## src/rtl/lfsr_decrypt.sv

```systemverilog
// lfsr_decrypt: recovers the seed and tap pattern of a 7-bit LFSR keystream from a
// known all-space preamble, then strips the keystream from the message payload.
module lfsr_decrypt #(
  parameter int         PRE_LEN = 6,
  parameter logic [6:0] SPACE   = 7'h20
) (
  input  logic       i_clk,
  input  logic       i_reset_n,
  input  logic       i_in_valid,
  output logic       o_in_ready,
  input  logic [7:0] i_in_data,
  input  logic       i_in_last,
  output logic       o_out_valid,
  input  logic       i_out_ready,
  output logic [7:0] o_out_data,
  output logic       o_out_last,
  output logic       o_locked,
  output logic [6:0] o_tap_found,
  output logic       o_no_match
);

  // Candidate tap patterns, index 0 in the least significant slot.
  localparam logic [8:0][6:0] TAPS = {7'h7B, 7'h7E, 7'h5C, 7'h69, 7'h6A,
                                      7'h72, 7'h78, 7'h48, 7'h60};
  localparam logic [3:0] LAST_PRE = 4'(PRE_LEN - 1);

  typedef enum logic [1:0] {S_PRE, S_DEC, S_ERR} state_t;

  function automatic logic [6:0] lfsr_next(input logic [6:0] s, input logic [6:0] t);
    return {s[5:0], ^(s & t)};
  endfunction

  state_t          r_state;
  logic [3:0]      r_cnt;
  logic [8:0][6:0] r_cs;
  logic [8:0]      r_alive;
  logic [6:0]      r_key;
  logic [6:0]      r_tap;
  logic            r_out_valid;
  logic [7:0]      r_out_data;
  logic            r_out_last;
  logic            r_locked;
  logic            r_no_match;

  logic [6:0]      w_c;
  logic [6:0]      w_p;
  logic            w_accept;
  logic [8:0][6:0] w_cs_next;
  logic [8:0]      w_alive_new;
  logic [3:0]      w_sel_idx;
  logic            w_any;
  logic [6:0]      w_key_next;
  logic            w_unused_bit7;

  // Bit 7 of the ciphertext carries no information.
  assign w_unused_bit7 = i_in_data[7];
  assign w_c           = i_in_data[6:0];
  assign w_p           = w_c ^ SPACE;
  assign o_in_ready    = (r_state != S_DEC) || !r_out_valid || i_out_ready;
  assign w_accept      = i_in_valid && o_in_ready;
  assign w_key_next    = lfsr_next(r_key, r_tap);
  assign w_any         = |w_alive_new;

  // Each candidate advances its own state and stays alive only while it predicts the preamble.
  for (genvar gi = 0; gi < 9; gi++) begin : g_cand
    assign w_cs_next[gi]   = lfsr_next(r_cs[gi], TAPS[gi]);
    assign w_alive_new[gi] = r_alive[gi] && (w_cs_next[gi] == w_p);
  end

  // Lowest-index surviving candidate wins when several predict the preamble.
  always_comb begin
    w_sel_idx = '0;
    for (int k = 8; k >= 0; k--) begin
      if (w_alive_new[k]) w_sel_idx = 4'(k);
    end
  end

  // Message FSM: preamble tracking, payload decryption and error drain.
  always_ff @(posedge i_clk) begin
    if (!i_reset_n) begin
      r_state     <= S_PRE;
      r_cnt       <= '0;
      r_cs        <= '0;
      r_alive     <= '0;
      r_key       <= '0;
      r_tap       <= '0;
      r_out_valid <= 1'b0;
      r_out_data  <= '0;
      r_out_last  <= 1'b0;
      r_locked    <= 1'b0;
      r_no_match  <= 1'b0;
    end else begin
      if (r_out_valid && i_out_ready) r_out_valid <= 1'b0;
      case (r_state)
        S_PRE: begin
          if (w_accept) begin
            if (r_cnt == '0) begin
              r_cs       <= {9{w_p}};
              r_alive    <= '1;
              r_locked   <= 1'b0;
              r_tap      <= '0;
              r_no_match <= 1'b0;
              r_cnt      <= 4'd1;
            end else begin
              r_cs    <= w_cs_next;
              r_alive <= w_alive_new;
              r_cnt   <= r_cnt + 4'd1;
              if (r_cnt == LAST_PRE) begin
                r_cnt <= '0;
                if (w_any) begin
                  r_key    <= w_cs_next[w_sel_idx];
                  r_tap    <= TAPS[w_sel_idx];
                  r_locked <= 1'b1;
                  r_state  <= S_DEC;
                end else begin
                  r_no_match <= 1'b1;
                  r_state    <= S_ERR;
                end
              end
            end
            // A message that ends inside the preamble cannot be decoded.
            if (i_in_last) begin
              r_no_match <= 1'b1;
              r_locked   <= 1'b0;
              r_tap      <= '0;
              r_cnt      <= '0;
              r_state    <= S_PRE;
            end
          end
        end
        S_DEC: begin
          if (w_accept) begin
            r_out_valid <= 1'b1;
            r_out_data  <= {1'b0, w_c ^ w_key_next};
            r_out_last  <= i_in_last;
            r_key       <= w_key_next;
            if (i_in_last) r_state <= S_PRE;
          end
        end
        S_ERR: begin
          if (w_accept && i_in_last) r_state <= S_PRE;
        end
        default: r_state <= S_PRE;
      endcase
    end
  end

  assign o_out_valid = r_out_valid;
  assign o_out_data  = r_out_data;
  assign o_out_last  = r_out_last;
  assign o_locked    = r_locked;
  assign o_tap_found = r_tap;
  assign o_no_match  = r_no_match;

endmodule

```

## config.mk

```make
export PLATFORM = sky130hd
export DESIGN_NAME = lfsr_decrypt
export DESIGN_NICKNAME = d
export VERILOG_FILES = /design/src/rtl/lfsr_decrypt.sv
export SDC_FILE = /design/constraint.sdc
export NUM_CORES = 1
export LEC_CHECK = 0
export ABC_AREA = 1
export CAP_MARGIN = 20
export CELL_PAD_IN_SITES_DETAIL_PLACEMENT = 1
export CELL_PAD_IN_SITES_GLOBAL_PLACEMENT = 1
export CORE_ASPECT_RATIO = 1.75
export CORE_MARGIN = 1.5
export CORE_UTILIZATION = 47
export DETAILED_ROUTE_END_ITERATION = 8
export PLACE_DENSITY_LB_ADDON = 0.05
export RECOVER_POWER = 50
export REMOVE_ABC_BUFFERS = 1
export SYNTH_ARGS = -nofsm -noshare
export SYNTH_HDL_FRONTEND = slang
export SYNTH_SLANG_ARGS = --single-unit
```

## constraint.sdc

```tcl
create_clock -name i_clk -period 4.28 [get_ports i_clk]
set_input_delay 0.856 -clock i_clk [delete_from_list [all_inputs] [get_ports i_clk]]
set_output_delay 0.856 -clock i_clk [all_outputs]
set_load 0.02 [all_outputs]
```

## After elaboration in Yosys (flattened, before gate mapping)

Memory sizes are Yosys's and may differ from the RTL's.
Index checks and enable logic that the tools add are counted.

| storage, ports and cells | value |
|---|---|
| flip-flop bits (word level) | 103 |
| bits in read-only memories | 112 |
| bits of input ports | 13 |
| output and inout port bits | 20 |
| logic and storage cells | 132 |
| memories kept | 1 |

Memory list:

| memory | words | bits a word | rd ports | clocked after memory_dff | write ports | RTL line | RTL |
|---|---|---|---|---|---|---|---|
| (name not given) | 16 | 7 | 1 | 0 | 0 | 112 | `r_tap <= TAPS[w_sel_idx];` |

| cells by class | value |
|---|---|
| $add $sub $neg | 1 |
| order comparisons | 1 |
| equal/unequal tests | 23 |
| muxes and demuxes | 47 |
| bitwise logic cells | 3 |
| reductions and logical operators | 37 |

Operator list:

| operator | count |
|---|---|
| $mux W7 | 11 |
| $reduce_xor A7 Y1 | 10 |
| $eq A7 B7 Y1 | 9 |
| $mux W63 | 1 |
| $mux W4 | 12 |
| $bmux W7 S4 | 1 |
| $mux W2 | 8 |
| $ne A2 B2 Y1 const B | 7 |
| $pmux W7 S2 | 1 |
| $logic_and A1 B1 Y1 | 12 |
| $reduce_and A6 Y1 | 2 |
| $mux W1 | 11 |
| $mux W9 | 1 |
| $reduce_or A9 Y1 | 1 |
| $reduce_and A4 Y1 | 2 |
| $and A7 B7 Y7 | 1 |
| $xor A7 B7 Y7 | 1 |
| $ne A3 B3 Y1 const B | 2 |
| $pmux W2 S3 | 1 |
| $reduce_bool A3 Y1 | 2 |
| $lt A4 B5 Y1 const B | 1 |
| $add A4 B1 Y4 const B | 1 |
| $eq A4 B3 Y1 const B | 1 |
| $logic_not A4 Y1 | 1 |
| 10 further kinds | 12 |

## Logic depth before layout (Yosys ltp)

Gate-level depths: netlist of run 1.

| logic depth | value |
|---|---|
| depth in word-level cells | 19 |
| mapped depth | 23 |
| depth with buffers taken out | 22 |

## Worst setup path before layout of run 1

Ideal clock, no wire load.

| path | value |
|---|---|
| path type | in2reg |
| start | input port i_in_data[3] |
| end | register r_tap[3], in the netlist o_tap_found[3] |
| library setup time | 132 ps |
| data arrival time | 2743 ps |
| required time | 4148 ps |
| slack | 1404 ps |
| stages on the path | 20 |
| path buffers | 2 |
| cells stage by stage | buf_4 -> inv_2 -> nand2_1 -> nand2_1 -> nor2_1 -> nand2_1 -> nor2_2 -> nand3_2 -> nand3_1 -> nand2_1 -> nand2_1 -> nand2_1 -> nand2_1 -> nand2_1 -> nand2_1 -> buf_2 -> inv_1 -> ha_1 -> o31ai_1 -> a21oi_1 |

| on the way | value |
|---|---|
| cells in the longest elaborated chain, start to end | 17 |
| elaborated cells between the ends (all ways) | 36 |
| classes of those cells | eq/ne: 9; mux: 14; reduce/logical: 12; memory: 1 |

RTL lines:

| element | RTL line | RTL |
|---|---|---|
| start, declared | 11 | `input logic [7:0] i_in_data,` |
| $eq A7 B7 Y1 | 67 | `assign w_alive_new[gi] = r_alive[gi] && (w_cs_next[gi] == w_p);` |
| $logic_and A1 B1 Y1 | 67 |  |
| $mux W4 (9 in a row) | 74 | `if (w_alive_new[k]) w_sel_idx = 4'(k);` |
| $mem_v2 Z16 W7 | -- |  |
| $mux W7 (implied by the code) | 112 |  |
| $mux W7 | 110 | `if (w_any) begin` |
| $mux W7 | 108 | `if (r_cnt == LAST_PRE) begin` |
| $mux W7 | 97 | `if (r_cnt == '0) begin` |
| $mux W7 | 122 | `if (i_in_last) begin` |
| end signal, assigned | 112 |  |
| end, declared | 38 | `logic [6:0] r_tap;` |

Several ways; a longest one is shown, not always the timed one. The select of a mux whose other input is x is not followed.
A chain may end at the register's enable or synchronous reset.

## Final worst setup path of run 1

| path | value |
|---|---|
| start | input port i_in_data[5] |
| end | register r_key[3] |

| on the way | value |
|---|---|
| cells in the longest elaborated chain, start to end | 19 |
| elaborated cells between the ends (all ways) | 38 |
| classes of those cells | eq/ne: 10; mux: 16; bitwise: 1; reduce/logical: 11 |

RTL lines:

| element | RTL line | RTL |
|---|---|---|
| $not A1 Y1 (no source line) * | -- |  |
| $eq A7 B7 Y1 | 67 |  |
| $logic_and A1 B1 Y1 | 67 |  |
| $mux W4 (9 in a row) | 74 |  |
| $bmux W7 S4 | 111 | `r_key <= w_cs_next[w_sel_idx];` |
| $mux W7 (implied by the code) | 111 |  |
| $mux W7 | 110 |  |
| $mux W7 | 108 |  |
| $mux W7 | 97 |  |
| $mux W7 | 96 | `if (w_accept) begin` |
| $pmux W7 S2 | 94 | `case (r_state)` |
| end signal, assigned | 111 |  |
| end signal, assigned | 136 | `r_key <= w_key_next;` |
| end, declared | 37 | `logic [6:0] r_key;` |

Mark *: on every way between the ends. The rest lies on a longest branch, timed or not. The select of a mux whose other input is x is not followed.

==> results of run 1 <==
## layout make-up
type,instances,share of cell area
multi-input combinational,683,0.5124
tap,174,0.03073
clock buffer,10,0.03232
clock inverter,6,0.009712
timing repair buffer,55,0.06816
sequential,102,0.2882
inverter,110,0.05845
## where the power goes
part	leakage [uW]	switching [uW]	total (uW)	internal (uW)
Clock	0.000143	403	862	459
Sequential	0.000837	76.5	1090	1010
Combinational	0.00199	373	555	182
## Yosys cell counts (7+ instances only)
| master | instances | share of area |
|---|---|---|
| nand2_1 | 251 | 0.15 |
| nand3_1 | 104 | 0.082 |
| dfxtp_1 | 102 | 0.32 |
| inv_1 | 97 | 0.057 |
| a21oi_1 | 51 | 0.040 |
| nor2_1 | 40 | 0.024 |
| o21ai_0 | 35 | 0.027 |
| a31oi_1 | 33 | 0.032 |
| xnor2_1 | 32 | 0.044 |
| clkbuf_1 | 31 | 0.018 |
| xor2_1 | 25 | 0.034 |
| a211oi_1 | 19 | 0.022 |
| a221oi_1 | 15 | 0.021 |
| buf_2 | 10 | 0.0078 |
| o22ai_1 | 10 | 0.0098 |
| inv_2 | 9 | 0.0053 |
| a21oi_2 | 7 | 0.0096 |
| buf_4 | 7 | 0.0082 |
| nand4_1 | 7 | 0.0069 |
| nor3_1 | 7 | 0.0055 |
## critical path, cell delays in order
cell             delay [ns]
clkdlybuf4s50_1        0.60
inv_1                  0.20
a21oi_1                0.23
nand2_1                0.10
nor2_2                 0.12
nand3_2                0.14
nand3_1                0.16
nand2_1                0.06
nand2_1                0.05
nand2_1                0.05
nand2_1                0.07
nand2_1                0.11
nand2_1                0.13
buf_4                  0.27
nand2_1                0.08
nand3_1                0.17
nand3_1                0.11
nand3_1                0.13
nand2_1                0.06
nand2_1                0.07
a21oi_2                0.05
## state kept, by name, indices dropped and copies added, names as in the netlist
name	flops
r_key	7
o_out_data	7
o_out_last	1
r_alive	9
r_cnt	4
r_cs	63
o_out_valid	1
r_state	2
o_tap_found	7
o_no_match	1
## worst max-delay path by stage
stage                       from          to  depth (start not counted)  slack [ns]
floorplan            i_out_ready  r_alive[0]                          7       -0.98
global placement    i_in_data[3]    r_key[2]                         18        0.42
detailed placement  i_in_data[5]    r_key[2]                         21        0.40
CTS                 i_in_data[3]    r_key[3]                         22        0.74
global route         i_out_ready    r_cs[12]                         11        0.43
finish              i_in_data[5]    r_key[3]                         21        0.67
## through the flow
| stage | hold WS, ns | utilization | cells | TNS, ns |
|---|---|---|---|---|
| finish | 0.4645 | 0.5322 | 1140 | 0 |
| detailed placement | 0.4620 | 0.5114 | 1124 | 0 |
| global route | 0.4987 | 0.5322 | 1140 | 0 |
| global placement | 0.4395 | 0.5114 | 1124 | 0 |
| CTS | 0.4745 | 0.5337 | 1140 | 0 |
| floorplan | 0.4513 | - | 895 | -39.92 |
## cells by family after synthesis
family / share of synthesized area
xor+xnor: 0.07824
flops: 0.3200
compound gates: 0.1892
fa+ha+maj: 0.01176
simple gates: 0.2892
buf+inv: 0.1110
other cells: 0.0005877
## layer usage
layer,up-vias,wire [um]
li1,3177,-
met1,3277,9003
met2,228,12340
met3,91,1001
met4,0,1609
met5,-,0
==> out/qor_table.md, run 1 <==
| Result | Reported |
|---|---|
| VDD IR-drop max | 0.2534 mV |
| Cell area after layout | 0.007086 mm^2 |
| CTS Root Buffer Type | clkbuf_16 |
| H-tree depth | 3 |
| Via count | 6,773 |
| Clock tree from TritonCTS | yes |
| Gate count after technology mapping | 951 |
| Worst max-slew margin expressed relative to the limit | 0.3961 |
| Number of buffers created by CTS | 9 |
| Final routed wire length divided by cell count | 21.02 um |
| Total wirelength of the detailed-routed design | 23,960 um |
| Highest net fanout along the worst path | 21 |
| Register area share after synthesis | 0.3200 |
| Worst setup EP type | flip-flop |
| Gr ovfl total | 0 |
| Register-to-register setup slack | 0.97 ns |
| Outcome | complete, no violations |
| # IOs | 33 |
| Async set-or-reset flop fraction in the synthesized netlist | 0 |
| Global router's overall resource usage | 0.3430 |
| Total power consumption of the routed design | 2506 uW |
| Library cells used by synthesis | 45 |
| Total area of multi-input combinational cells | 0.003631 mm^2 |
| Met2 global-route usage | 0.6212 |
| Count of endpoints failing setup in the final report | 0 |
| Total number of nets in the final design | 980 |
| Yosys reg bits | 102 |
| First-pass detailed-route iteration total | 5 |
| Most used flip-flop cell after synthesis | dfxtp_1 |
| Number of filler instances in the final layout | 1,792 |
| Post-DP HPWL | 17,550 um |
| End point of the worst hold path | o_no_match |
| HP Class | flip-flop to flip-flop |
| Sequential cell area | 0.002042 mm^2 |
| Commonest non-fill, non-tap cell in the layout | nand2_1 |
| Die Width | 91.08 um |
| Max Buffers Root-to-Sink | 2 |
| Critical path type | primary input to flip-flop |
| Area growth from synthesis to layout | 11.04% |
| Pins over their slew limit | 0 |
| Post-DP Area | 0.006808 mm^2 |
| Largest net degree at the start of global routing | 83 |
| Routability Congestion | 0.9808 |
| Area of the core | 0.01331 mm^2 |
| Avg Inst Size Synth | 6.710 um^2 |
| Number of antenna diodes | 0 |
| Setup crit start kind | primary input |
| Areal power density over the cells | 353.7 mW/mm^2 |
| Worst path setup slack after routing | 0.6686 ns |
| Unrepaired setup endpoints after global routing | no |
| Clock latency on the worst-skew pair | 0.36 ns |
| Layout cells sized above 1 | 0.07350 |
| Worst Max-Slew Pin Slew | 0.9059 ns |
| Die outline height | 157.1 um |
| Clock Skews | 0.01720 ns |
| Max Clk Rate | 276.9 MHz |
| Initial core utilization | 0.4793 |
| Core Rows | 56 |
| Clock-pin transition on the worst setup and hold timing paths | 0.08 ns |
| Ys Warns | 0 |
| Max-cap viol count | 0 |
| Input/output buffers | 30 |
| Num Clock Sinks | 102 |
| Shortest period the worst path allows | 3.611 ns |
| Worst Hold Depth | 2 |
| DRC violations left | 0 |
| Number of DRC violations after detailed-routing iteration 0 | 461 |
| Die Outline Area | 0.01431 mm^2 |
| Count of flip-flops with a built-in enable after synthesis | 0 |
| Data arrival time of the critical path | 3.84 ns |
| First-pass GRT wire length | 37,800 um |
| Number of cells upsized or downsized after cts | 0 |
| Period Utilization, post-route | 0.8438 |
| Vias per std cell | 5.941 |
| Commonest non-fill, non-tap cells in the layout | nand2_1, nand3_1, dfxtp_1 |
| Count of antenna-violating nets left after detailed routing | 0 |
| Cell depth of the worst flop-to-flop path | 9 |
| Hold path startpoint | o_no_match |
| Via count of the first global-routing pass | 7,125 |
| Fin. Hold Viols | 0 |
| Most crowded layer after global routing | met2 |
| FF-to-FF Start | r_cnt[0] |
| CTS Hold Bufs | 0 |
| GR met1 Demand/Resource | 0.3672 |
| Post-synthesis instance area | 0.006381 mm^2 |
| Capturing point of the worst reg2reg path | r_cs[29] |
| Global routing met3 resource utilization | 0.04879 |
| Leak pwr | 0.002967 uW |
| Pre-CTS setup slack | 0.3951 ns |
| Number of post-CTS setup repair buffers | 0 |
| Number of antenna violations at the first check in global routing | 0 |
| Data required time at the worst endpoint | 4.51 ns |
Power figures use the tool's default switching activity.
==> inputs of run 2 (changes only) <==
--- a/config.mk
+++ b/config.mk
@@ -11,7 +11,7 @@
 export CELL_PAD_IN_SITES_GLOBAL_PLACEMENT = 1
 export CORE_ASPECT_RATIO = 1.75
 export CORE_MARGIN = 1.5
-export CORE_UTILIZATION = 47
+export CORE_UTILIZATION = 40
 export DETAILED_ROUTE_END_ITERATION = 8
 export PLACE_DENSITY_LB_ADDON = 0.05
 export RECOVER_POWER = 50
==> constraint.sdc (replaced) <==
create_clock -name i_clk -period 3.2 [get_ports i_clk]
set_input_delay 0.64 -clock i_clk [delete_from_list [all_inputs] [get_ports i_clk]]
set_output_delay 0.64 -clock i_clk [all_outputs]
set_load 0.02 [all_outputs]
==> run 2 against run 1 <==
Compared with the run above: via count up 1.7%; non-clock buffer count up 50; cell area up 6.4%; sequential share of layout area down 1.7 points; largest power group unchanged.
==> out/qor_table.md, run 2 (synthesis gave the netlist of run 1 again) <==
| Result | Reported | Change |
|---|---|---|
| Number of buffers created by CTS | 9 | unchanged |
| Clock Skews | 0.01517 ns | -0.002029 ns |
| Highest net fanout along the worst path | 4 | -81% |
| Critical path type | primary input to flip-flop |  |
| Worst max-slew margin expressed relative to the limit | 0.3582 | -0.03787 |
| Outcome | complete, no violations |  |
| Data required time at the worst endpoint | 3.44 ns | -1.07 ns |
| Clock-pin transition on the worst setup and hold timing paths | 0.08 ns | about the same |
| Pins over their slew limit | 0 | unchanged |
| Die Outline Area | 0.01675 mm^2 | +17% |
| Share of total power in combinational logic | 0.239 | +0.018 |
| Biggest registers after layout | r_cs x63, r_alive x9 |  |
| Psw | 1171 uW | +37% |
| First-pass GRT wire length | 39,560 um | +4.7% |
| Capturing point of the worst reg2reg path | o_tap_found[3] |  |
| Cell depth of the worst flop-to-flop path | 19 | +10 |
| Register ranked first by flip-flop count | r_cs |  |
| Share of total power consumed by net switching | 0.3506 | +0.01043 |
| Max Buffers Root-to-Sink | 2 | unchanged |
| Via count | 6,886 | +1.7% |
| Period Utilization, post-route | 0.9266 |  |
| Post-DP HPWL | 19,100 um | +8.8% |
| Setup crit start kind | primary input |  |
| Internal power | 2169 uW | +31% |
| Area of the core | 0.01546 mm^2 | +16% |
| Shortest period the worst path allows | 2.965 ns |  |
| Clock latency on the worst-skew pair | 0.36 ns | about the same |
| Max Clk Rate | 337.3 MHz |  |
| Register-to-register setup slack | 0.40 ns | -0.57 ns |
| VDD IR-drop max | 0.2505 mV | -1.1% |
| Initial core utilization | 0.4126 | -0.06670 |
| Number of DRC violations after detailed-routing iteration 0 | 401 | -13% |
| Vias per std cell | 5.729 | -3.6% |
| Sequential group share of total power | 0.435 | about the same |
| Num Clock Sinks | 102 | unchanged |
| Die outline height | 170.1 um | +8.2% |
| Worst path setup slack after routing | 0.2350 ns | -0.4337 ns |
| Final routed wire length divided by cell count | 20.81 um | -0.99% |
| Flip-flop count of the largest register after layout | 63 | unchanged |
| Data arrival time of the critical path | 3.21 ns | -0.63 ns |
| # IOs | 33 | unchanged |
| Routability Congestion | 0.9103 | -7.2% |
| CTS Root Buffer Type | clkbuf_16 |  |
| Max-cap viol count | 0 | unchanged |
| Critical Path Source | i_in_data[3] |  |
| Worst Max-Slew Pin Slew | 0.9527 ns | +0.04673 ns |
| Areal power density over the cells | 443.0 mW/mm^2 | +25% |
| Die Width | 98.48 um | +8.1% |
| Commonest non-fill, non-tap cell in the layout | nand2_1 |  |
| H-tree depth | 3 | unchanged |
| Core Rows | 60 | +7.1% |
| Pre-CTS setup slack | -0.3773 ns | -0.7724 ns |
| Worst setup EP type | flip-flop |  |
| Largest net degree at the start of global routing | 56 | -33% |
| First-pass detailed-route iteration total | 5 | unchanged |
| Via count of the first global-routing pass | 7,289 | +2.3% |
| Final Instance Count excl. Fillers | 1,202 | +5.4% |
| HP Class | flip-flop to flip-flop |  |
| CP endpoint | o_tap_found[3] |  |
| Global router's overall resource usage | 0.3056 | -0.03738 |
| Number of antenna violations at the first check in global routing | 0 | unchanged |
| FF-to-FF Start | r_cs[45] |  |
| Number of antenna diodes | 0 | unchanged |
| Count of antenna-violating nets left after detailed routing | 0 | unchanged |
| Clock tree from TritonCTS | yes |  |
| DRC violations left | 0 | unchanged |
| Leak pwr | 0.003261 uW | +9.9% |
| Count of endpoints failing setup in the final report | 0 | unchanged |
| Layout cells sized above 1 | 0.1270 | +0.05347 |
| Placed cell count | 1,183 | +5.2% |
| Gr ovfl total | 0 | unchanged |
| Number of filler instances in the final layout | 2,063 | +15% |
| Area growth from synthesis to layout | 18.14% |  |
| Total number of nets in the final design | 1,030 | +5.1% |
| Clock network fraction of design power | 0.325 | -0.019 |
| Fin. Hold Viols | 0 | unchanged |
| Unrepaired setup endpoints after global routing | no |  |
| Input/output buffers | 30 | unchanged |
| Total wirelength of the detailed-routed design | 25,010 um | +4.4% |
| Commonest non-fill, non-tap cells in the layout | nand2_1, nand3_1, dfxtp_1 |  |
==> run 2: metal layers <==
layer | part of all wire | track usage | vias to the layer above
li1 | - | - | 3272
met1 | 0.37 | 0.3233 | 3347
met5 | 0 | 0 | -
met3 | 0.037 | 0.03326 | 76
met2 | 0.53 | 0.5670 | 191
met4 | 0.066 | 0.1923 | 0
==> run 2: timing repair <==
action,in CTS,in global routing
resized for setup,2,14
hold buffers,0,0
cloned,0,0
pin swaps,1,1
setup endpoints to repair,1,14
setup buffers,1,2
==> run 2: critical path, cell delays in order <==
cell,delay (ns)
dlygate4sd2_1,0.37
inv_1,0.16
buf_4,0.18
nand2_1,0.05
o2111ai_1,0.11
nor4_1,0.24
nand3_1,0.18
nand2_1,0.17
nand2_1,0.12
nand2_2,0.13
inv_1,0.08
ha_1,0.32
o31ai_2,0.26
buf_4,0.15
a21oi_1,0.05
==> run 2: worst min path at each step <==
stage / slack (ns) / cells after the start / start / end
2_1_floorplan: 0.45 / 2 / r_cs[13] / r_cs[13]
3_3_place_gp: 0.44 / 2 / o_no_match / o_no_match
3_5_place_dp: 0.45 / 2 / o_no_match / o_no_match
4_1_cts: 0.47 / 2 / o_no_match / o_no_match
5_1_grt: 0.49 / 2 / o_no_match / o_no_match
6_report: 0.46 / 2 / o_no_match / o_no_match
==> run 2: through the flow <==
| stage | setup TNS [ns] | cell area, um^2 | hold WS [ns] | util | power (uW) |
|---|---|---|---|---|---|
| 6_report | 0 | 7538 | 0.4571 | 0.4875 | 3339 |
| 5_1_grt | 0 | 7538 | 0.4897 | 0.4875 | 3500 |
| 4_1_cts | 0 | 7491 | 0.4662 | 0.4844 | 3354 |
| 3_5_place_dp | -4.235 | 7201 | 0.4545 | 0.4656 | 2269 |
| 3_3_place_gp | -2.839 | 7201 | 0.4388 | 0.4656 | 2235 |
| 2_1_floorplan | -89.40 | 6087 | 0.4513 | - | 1929 |
==> run 2: final cells by class <==
type	count	area [um^2]	area share
Tap cell	186	232.7	0.03087
Clock buffer	9	225.2	0.02988
Multi-Input combinational cell	683	3651	0.4843
Clock inverter	7	55.05	0.007303
Inverter	110	417.9	0.05544
Timing Repair Buffer	105	914.6	0.1213
Sequential cell	102	2042	0.2709
==> run 2: power groups by stage <==
| stage | registers, uW | clock network, uW | logic, uW |
|---|---|---|---|
| 5_1_grt | 1460 | 1150 | 883 |
| 4_1_cts | 1450 | 1110 | 794 |
| 3_5_place_dp | 1480 | 0 | 789 |
| 6_report | 1450 | 1090 | 800 |
| 2_1_floorplan | 1450 | 0 | 476 |
| 3_3_place_gp | 1480 | 0 | 759 |
